`src/rtl/button_conditioner.sv`:
```
// button_conditioner: per-button synchroniser, debouncer and press/release/long-press pulse generator
module button_channel #(
   parameter int DB_CYCLES   = 480000,
   parameter int LONG_CYCLES = 24000000
) (
   input  logic clk,
   input  logic rst_n,
   input  logic raw_n,
   output logic level,
   output logic press,
   output logic rel,
   output logic lng
);
   localparam int CW = $clog2(DB_CYCLES);
   localparam int HW = $clog2(LONG_CYCLES + 1);
   localparam logic [CW-1:0] DB_MAX   = CW'(DB_CYCLES - 1);
   localparam logic [HW-1:0] HOLD_MAX = HW'(LONG_CYCLES);
   // bit 0 of the state encoding is the debounced level itself
   typedef enum logic [1:0] {
      S_RELEASED  = 2'b00,
      S_HELD      = 2'b01,
      S_LONG_HELD = 2'b11
   } state_t;
   state_t state_q, state_d;
   logic sync1_q, sync2_q;
   logic [CW-1:0] cnt_q, cnt_d;
   logic [HW-1:0] hold_q, hold_d;
   logic press_q, press_d, rel_q, rel_d, long_q, long_d;
   logic pressed, flip;
   always_comb begin
      pressed = ~sync2_q;
      flip    = (pressed != state_q[0]) && (cnt_q == DB_MAX);
      cnt_d   = (pressed == state_q[0] || flip) ? '0 : cnt_q + 1'b1;
      hold_d  = flip ? '0 : (state_q[0] && hold_q != HOLD_MAX) ? hold_q + 1'b1 : hold_q;
      long_d  = !flip && state_q == S_HELD && hold_d == HOLD_MAX;
      state_d = flip ? (pressed ? S_HELD : S_RELEASED) : long_d ? S_LONG_HELD : state_q;
      press_d = flip && pressed;
      rel_d   = flip && !pressed;
   end
   always_ff @(posedge clk or negedge rst_n) begin
      if (!rst_n) begin
         sync1_q <= 1'b1;
         sync2_q <= 1'b1;
         cnt_q   <= '0;
         hold_q  <= '0;
         state_q <= S_RELEASED;
         press_q <= 1'b0;
         rel_q   <= 1'b0;
         long_q  <= 1'b0;
      end else begin
         sync1_q <= raw_n;
         sync2_q <= sync1_q;
         cnt_q   <= cnt_d;
         hold_q  <= hold_d;
         state_q <= state_d;
         press_q <= press_d;
         rel_q   <= rel_d;
         long_q  <= long_d;
      end
   end
   assign level = state_q[0];
   assign press = press_q;
   assign rel   = rel_q;
   assign lng   = long_q;
endmodule

module button_conditioner #(
   parameter int DB_CYCLES   = 480000,
   parameter int LONG_CYCLES = 24000000
) (
   input  logic clk,
   input  logic rst_n,
   input  logic button_a,
   input  logic button_b,
   output logic a_level,
   output logic a_press,
   output logic a_release,
   output logic a_long,
   output logic b_level,
   output logic b_press,
   output logic b_release,
   output logic b_long
);
   button_channel #(.DB_CYCLES(DB_CYCLES), .LONG_CYCLES(LONG_CYCLES)) u_a (
      .clk(clk), .rst_n(rst_n), .raw_n(button_a),
      .level(a_level), .press(a_press), .rel(a_release), .lng(a_long)
   );
   button_channel #(.DB_CYCLES(DB_CYCLES), .LONG_CYCLES(LONG_CYCLES)) u_b (
      .clk(clk), .rst_n(rst_n), .raw_n(button_b),
      .level(b_level), .press(b_press), .rel(b_release), .lng(b_long)
   );
endmodule
```
`config.mk`:
```
export PLATFORM = sky130hd
export DESIGN_NAME = button_conditioner
export DESIGN_NICKNAME = d
export VERILOG_FILES = /design/src/rtl/button_conditioner.sv
export SDC_FILE = /design/constraint.sdc
export NUM_CORES = 1
export LEC_CHECK = 0
export ABC_CLOCK_PERIOD_IN_PS = 3300
export BUFFER_PORTS_ARGS = -buffer_cell sky130_fd_sc_hd__buf_2
export CAP_MARGIN = 0
export CELL_PAD_IN_SITES_DETAIL_PLACEMENT = 0
export CELL_PAD_IN_SITES_GLOBAL_PLACEMENT = 2
export CORE_UTILIZATION = 25
export DETAILED_ROUTE_END_ITERATION = 12
export GPL_ROUTABILITY_DRIVEN = 0
export GPL_TIMING_DRIVEN = 0
export MAX_ROUTING_LAYER = met4
export PLACE_DENSITY_LB_ADDON = 0.1
export RECOVER_POWER = 100
export SLEW_MARGIN = 20
export SYNTH_ARGS = -nofsm -noshare
export SYNTH_HDL_FRONTEND = slang
export SYNTH_SLANG_ARGS = --single-unit
export TNS_END_PERCENT = 30
```
`constraint.sdc`:
```
create_clock -name clk -period 3.3 [get_ports clk]
set_input_delay 0.33 -clock clk [delete_from_list [all_inputs] [get_ports clk]]
set_output_delay 0.33 -clock clk [all_outputs]
set_load 0.01 [all_outputs]
```
==> impl_results.md, run 1 <==
- Slowest stage delay, CP: 0.69 ns
- Initial antenna violation count: 0
- Post-synth net total: 596
- Die Y: 151 um
- Total power: 0.00237 W
- Vias in the first global route: 4446
- RSZ-0062 raised after global routing: false
- Synth warn: 0
- CTS tree: done
- Fillcell total: 2336
- #FFs+latches synth: 102
- Port Buf Inserts: 11
- Final hold vios: 0
- Sw Ratio: 24.2%
- Clock network power share: 44.3%
- WP buf/inv: 0
- Clock Skew: 0.0102 ns
- Mapped cell area: 0.00554 mm^2
- Crit path capture type: flip-flop
- Power Density: 379 mW/mm^2
- CP endpoint: u_b.lng
- Largest fanout on the critical path: 8
- Logic pwr share: 2.2%
- # IOs: 12
- Area leader, netlist: dfrtp_1
- Core area: 0.0218 mm^2
- Clk_lat worst skew: 0.35 ns
- Failing checks: capacitance limit, slew limit
- Internal power: 0.00180 W
- Worst flop-to-flop path startpoint: u_b.hold_q[0]
- Global route overflow: 0
- Root buf cell: clkbuf_16
- Status: complete, but fails checks
- Final wirelength: 14100 um
- CP top delay family: simple AND/OR/NAND/NOR gates
- Final worst path period share: 88.2%
- Setup_tns: 0 ns
- Final Net Count: 620
- Final Critical Period: 2.91 ns
- Stages on worst setup path: 8
- Dpl cells: 878
- Share of layout cells above drive strength 1: 8.31%
- Routed Antenna Nets: 0
- Top area cells in the synthesized netlist: dfrtp_1 44%, xor2_1 8.4%, nor2_1 6.8%
- WP data arrival: 3.19 ns
- Post-synthesis sequential area ratio: 46.1%
- Finished Cell Area: 0.00625 mm^2
- Top_reg_cell synth: dfrtp_1
- TritonCTS Sinks: 102
- Row count: 54
- Post-cts sizing count: 0
- Final Slew Violations: 61
- Peak supply drop: 0.265 mV
- DR iter-0 viols: 200
- Synth top cells by count: 101 x nor2_1, 98 x dfrtp_1, 53 x xor2_1
- Class of the worst hold path: in -> reg
- Crit-path slowest cell: nor4_1
- Reg power frac: 53.5%
- Reg2Reg Setup Slack: 0.39 ns
- Die X-Extent: 151 um
- Asr flop ratio synth: 100%
- Post-DP Area: 0.00598 mm^2
- Worst EP required: 3.58 ns
- WS Path Type: reg -> reg
- Synth Instances: 586
- Sequential cell area: 0.00256 mm^2
- Clock-pin slew on the worst setup and hold paths: 0.08 ns
- First-pass GRT wire length: 24000 um
- F_max: 344 MHz
- Leakage power: 2.58 nW
- Worst slew pin tran: 1.67 ns
- Hold path cells: 1
- Num CTS Buffers: 9
- Switch Pwr: 0.000573 W
- Critical R2R Capture: u_b.lng
- Initial Util: 25.5%
- Diodes inserted: 0
- Largest net degree at the start of global routing: 62
- Synth top area share: 44.2%
- Die area: 0.0228 mm^2
- First-pass DRT Iterations: 4
- Slew headroom: -11.3%
- Most common cell in the netlist: nor2_1
- Tot GR Track Use: 14.2%
- Routed WL per cell: 15.8 um
- Post-Layout Cell Count: 894
- DRC: 0
- Final setup violating endpoints: 0
- Netlist cell types: 59
- Via/cell ratio: 4.67
- Clock Path Buffers: 2
- Multi-input gate area in the final layout: 0.00277 mm^2
- Post-DP HPWL: 10000 um
- Post-synth EDFFs: 0
- R2R depth: 8
- Critical path cell sequence: ha_1, nand3_1, nor4_1, xor2_1, nand2_1, a2111oi_0, o2111ai_1, nor2_1
- Startpoint types: flip-flop
- Syn-to-layout area delta: 12.7%
- Max-Cap Viols: 1
- Via count: 4175
- CP Launch Point: u_b.hold_q[0]
- H-tree level count: 3
- Synth Area per Inst: 9.46 um^2
[repair_timing]
| action | CTS | global route |
|---|---|---|
| setup buffers | 0 | 0 |
| hold endpoints to repair | 9 | 0 |
| hold buffers | 1 | 0 |
[layout by cell type (no fill, tap or decap), types with 3 or more instances in the layout]
| cell type | count |
|---|---|
| or3_1 | 8 |
| dfstp_2 | 4 |
| nor4b_1 | 3 |
| nand3_1 | 37 |
| nor4_1 | 18 |
| dfrtp_1 | 98 |
| nor2_1 | 101 |
| buf_4 | 3 |
| or2_2 | 3 |
| xor2_1 | 53 |
| ha_1 | 6 |
| xnor2_1 | 37 |
| and3_1 | 15 |
| mux2i_1 | 3 |
| inv_1 | 14 |
| nand2b_1 | 3 |
| a21oi_1 | 5 |
| nor3_1 | 15 |
| nand3b_1 | 3 |
| buf_2 | 5 |
| nand4_1 | 23 |
| and4_1 | 10 |
| o21ai_0 | 10 |
| clkbuf_16 | 9 |
| nand2_1 | 43 |
| clkbuf_1 | 25 |
| nor3b_1 | 4 |
| a31oi_1 | 3 |
| nor2b_1 | 4 |
[power groups by stage]
| stage | Sequential (W) | Clock [W] | Combinational (W) |
|---|---|---|---|
| 6_report | 0.00127 | 0.00105 | 0.0000529 |
| 4_1_cts | 0.00127 | 0.00110 | 0.0000583 |
| 2_1_floorplan | 0.00129 | 0 | 0.0000166 |
| 3_3_place_gp | 0.00129 | 0 | 0.0000515 |
| 3_5_place_dp | 0.00129 | 0 | 0.0000568 |
| 5_1_grt | 0.00127 | 0.00114 | 0.0000638 |
[sequential cells by signal, summed over array words and instances (netlist names)]
register and cells:
u_a.hold_q 25, u_b.hold_q 25, u_a.cnt_q 19, u_b.cnt_q 19
u_a.state_q 2, u_b.state_q 2, u_a.lng 1, u_a.press 1
u_a.rel 1, u_a.sync1_q 1, u_a.sync2_q 1, u_b.lng 1
u_b.press 1, u_b.rel 1, u_b.sync1_q 1, u_b.sync2_q 1
[cells by family after synthesis]
group / Yosys count / synth area share (%)
buffers and inverters: 41 / 3.70
AND/OR/NAND/NOR: 313 / 30.0
XOR/XNOR: 90 / 14.2
multiplexers: 3 / 0.542
AO/OA/AOI/OAI: 31 / 4.00
flip-flops: 102 / 46.1
adder cells (fa/ha/maj): 6 / 1.35
[layout make-up]
class,instances,area share [%]
Multi-Input combinational cell,443,44.4
Timing Repair Buffer,13,1.32
Tap cell,280,5.61
Buffer,27,2.42
Clock buffer,9,3.60
Clock inverter,6,0.881
Sequential cell,102,40.9
Inverter,14,0.841
[per-layer routing]
metal  wire length (um)  GRT usage [%]  vias up
met5                  0              -        -
met4                240           4.65        0
met3                228           2.35       19
met2               6690           22.8       40
met1               6960           18.1     2043
li1                   -              -     2073
[worst register-to-register path, stage by stage (launching register included)]
cell	delay, ns
dfrtp_1	0.50
ha_1	0.28
nand3_1	0.32
nor4_1	0.69
xor2_1	0.21
nand2_1	0.09
a2111oi_0	0.35
o2111ai_1	0.25
nor2_1	0.15
[worst min-delay path by stage]
stage                startpoint           end  slack, ns
finish                 button_b   u_b.sync1_q       0.07
global route           button_b   u_b.sync1_q       0.06
CTS                    button_b   u_b.sync1_q       0.05
detailed placement  u_a.sync1_q   u_a.sync2_q       0.35
global placement    u_a.sync1_q   u_a.sync2_q       0.35
floorplan                 rst_n  u_a.cnt_q[0]       0.03
[through the flow]
stage	worst slack, ns	hold slack, ns	utilization, %
2_1_floorplan	0.891	0.0344	-
3_3_place_gp	0.402	0.350	27.3
3_5_place_dp	0.399	0.349	27.5
4_1_cts	0.348	0.0549	28.8
5_1_grt	0.108	0.0599	28.7
6_report	0.389	0.0747	28.7
Power figures use the tool's default switching activity.
==> run 2, diff against run 1 <==
- CORE_MARGIN: unset -> 5
- GPL_TIMING_DRIVEN: 0 -> unset
==> impl_results.md, run 2 (synthesized netlist as in run 1, its figures left out) <==
- Leakage power: 2.51 nW (-2.8%)
- WP buf/inv: 1 (+1)
- Final hold vios: 0 (unchanged)
- Via/cell ratio: 4.76 (+2.0%)
- Routed Antenna Nets: 0 (unchanged)
- Internal power: 0.00181 W (+0.90%)
- # hold bufs at CTS: 0 (-1)
- Row count: 54 (unchanged)
- Crit path capture type: flip-flop
- DRC: 0 (unchanged)
- Final Net Count: 598 (-3.5%)
- WS Path Type: reg -> reg
- First-pass DRT Iterations: 5 (+1)
- Worst EP required: 3.58 ns (about the same)
- Setup_tns: 0 ns (unchanged)
- Switch Pwr: 0.000587 W (+2.6%)
- Initial Util: 25.4% (-0.079 points)
- Reg power frac: 52.8% (-0.7 points)
- Syn-to-layout area delta: 9.86%
- CTS tree: done
- First-pass GRT wire length: 24000 um (-0.32%)
- Logic pwr share: 2.0% (-0.2 points)
- Final setup violating endpoints: 0 (unchanged)
- Worst hold margin: 0.0648 ns (-0.00984 ns)
- CP top delay family: simple AND/OR/NAND/NOR gates
- Clock Path Buffers: 2 (unchanged)
- Tot GR Track Use: 11.8% (-2.3 points)
- Vias in the first global route: 4342 (-2.3%)
- Via count: 4157 (-0.43%)
- Num CTS Buffers: 9 (unchanged)
- WP data arrival: 3.32 ns (+0.13 ns)
- Share of layout cells above drive strength 1: 7.08% (-1.2 points)
- Clock Skew: 0.0127 ns (+0.00252 ns)
- DR iter-0 viols: 207 (+3.5%)
- Critical path cell sequence: inv_1, ha_1, or4b_1, nor4_1, a21boi_2, a2111o_1, nor4_2, o2111ai_1, nor2_1
- Reg2Reg Setup Slack: 0.26 ns (-0.13 ns)
- Final worst path period share: 92.1% (+3.9 points)
- Core area: 0.0218 mm^2 (+0.31%)
- Most frequent cells in the layout: 101 x nor2_1, 98 x dfrtp_1, 53 x xor2_1
- RSZ-0062 raised after global routing: false
- Largest registers: u_a.hold_q (25), u_b.hold_q (25)
- Postcts setup bufs: 0 (unchanged)
- Clock network power share: 45.2% (+0.9 points)
- Die X-Extent: 159 um (+5.3%)
- Failing checks: capacitance limit, slew limit
- Final wirelength: 14000 um (-0.53%)
- Largest fanout on the critical path: 8 (unchanged)
- Clock-pin slew on the worst setup and hold paths: 0.08 ns (about the same)
- TritonCTS Sinks: 102 (unchanged)
- F_max: 329 MHz (-4.3%)
- Routed WL per cell: 16.1 um (+1.9%)
- Port Buf Inserts: 11 (unchanged)
- Die area: 0.0252 mm^2 (+11%)
- Initial antenna violation count: 0 (unchanged)
- Diodes inserted: 0 (unchanged)
- Post-cts sizing count: 0 (unchanged)
- # IOs: 12 (unchanged)
- Global route overflow: 0 (unchanged)
- Commonest non-fill, non-tap cell in the layout: nor2_1
- Largest net degree at the start of global routing: 63 (+1.6%)
- Die Y: 159 um (+5.3%)
- Class of the worst hold path: in -> reg
- Status: complete, but fails checks
- Root buf cell: clkbuf_16
- Startpoint types: flip-flop
- Slew headroom: -11.5% (-0.20 points)
- Slowest stage delay, CP: 0.49 ns (-0.20 ns)
- Peak supply drop: 0.232 mV (-12%)
- Sw Ratio: 24.5% (+0.31 points)
- Max-Cap Viols: 1 (unchanged)
- H-tree level count: 3 (unchanged)
- Final Slew Violations: 63 (+3.3%)
- Crit-path slowest cell: nor4_1
- Final Critical Period: 3.04 ns (+0.130 ns)
- Power Density: 394 mW/mm^2 (+4.0%)
- Clk_lat worst skew: 0.36 ns (about the same)
- Worst slew pin tran: 1.67 ns (+0.00302 ns)
- Post-DP HPWL: 9830 um (-1.8%)
==> run 2: cell types whose count changed in the layout (fill, tap and decap cells not counted), moves of 2 or more <==
cell      change
and2_0        -2
and2_1        +2
buf_2         -2
buf_6         -2
clkbuf_1     -14
inv_6         -2
or4_4         -2
==> run 2: power by group through the flow <==
stage / logic (W) / clock network, W / registers (W)
global route: 0.0000589 / 0.00117 / 0.00127
finish: 0.0000473 / 0.00109 / 0.00127
CTS: 0.0000544 / 0.00114 / 0.00127
detailed placement: 0.0000542 / 0 / 0.00129
floorplan: 0.0000166 / 0 / 0.00129
global placement: 0.0000539 / 0 / 0.00129
==> run 2: area by class of cell <==
type	instances	area, um^2
clock buffer	10	239
clock inverter	6	53.8
fill	2375	15700
inverter	14	52.6
multi-input combinational	443	2760
sequential	102	2560
tap	280	350
timing repair buffer	18	81.3
==> run 2: stage by stage <==
stage               setup WS [ns]  power, W  std cells  instance area [um^2]  utilization (%)
finish                      0.260   0.00240        873                  6090             27.9
global route                0.125   0.00250        873                  6090             27.9
CTS                         0.419   0.00246        873                  6160             28.2
detailed placement          0.451   0.00135        857                  5870             26.9
global placement            0.459   0.00135        857                  5870             26.9
floorplan                   0.891   0.00131        586                  5540                -
==> run 2: path summary, 6_finish.rpt <==
kind / cells past startpoint / from / to
max in group asynchronous: 2 / rst_n / u_b.cnt_q[12]
min reg2reg: 0 / u_b.sync1_q / u_b.sync2_q
min: 1 / button_a / u_a.sync1_q
min in group asynchronous: 1 / rst_n / u_b.cnt_q[0]
max reg2reg: 9 / u_b.hold_q[0] / u_b.lng
max: 9 / u_b.hold_q[0] / u_b.lng
==> run 2: worst register-to-register path: stages, from the launching register on <==
cell and delay [ns]:
dfrtp_1 0.48, inv_1 0.09, ha_1 0.16, or4b_1 0.48, nor4_1 0.49, a21boi_2 0.25
a2111o_1 0.50, nor4_2 0.15, o2111ai_1 0.23, nor2_1 0.15
==> run 2: metal layers <==
layer | track usage [%] | vias up | wire length, um | part of all wire, %
li1 | - | 2029 | - | -
met1 | 15.2 | 2068 | 6690 | 48
met2 | 19.3 | 48 | 6850 | 49
met3 | 2.20 | 12 | 338 | 2.4
met4 | 3.18 | 0 | 174 | 1.2
met5 | - | - | 0 | 0
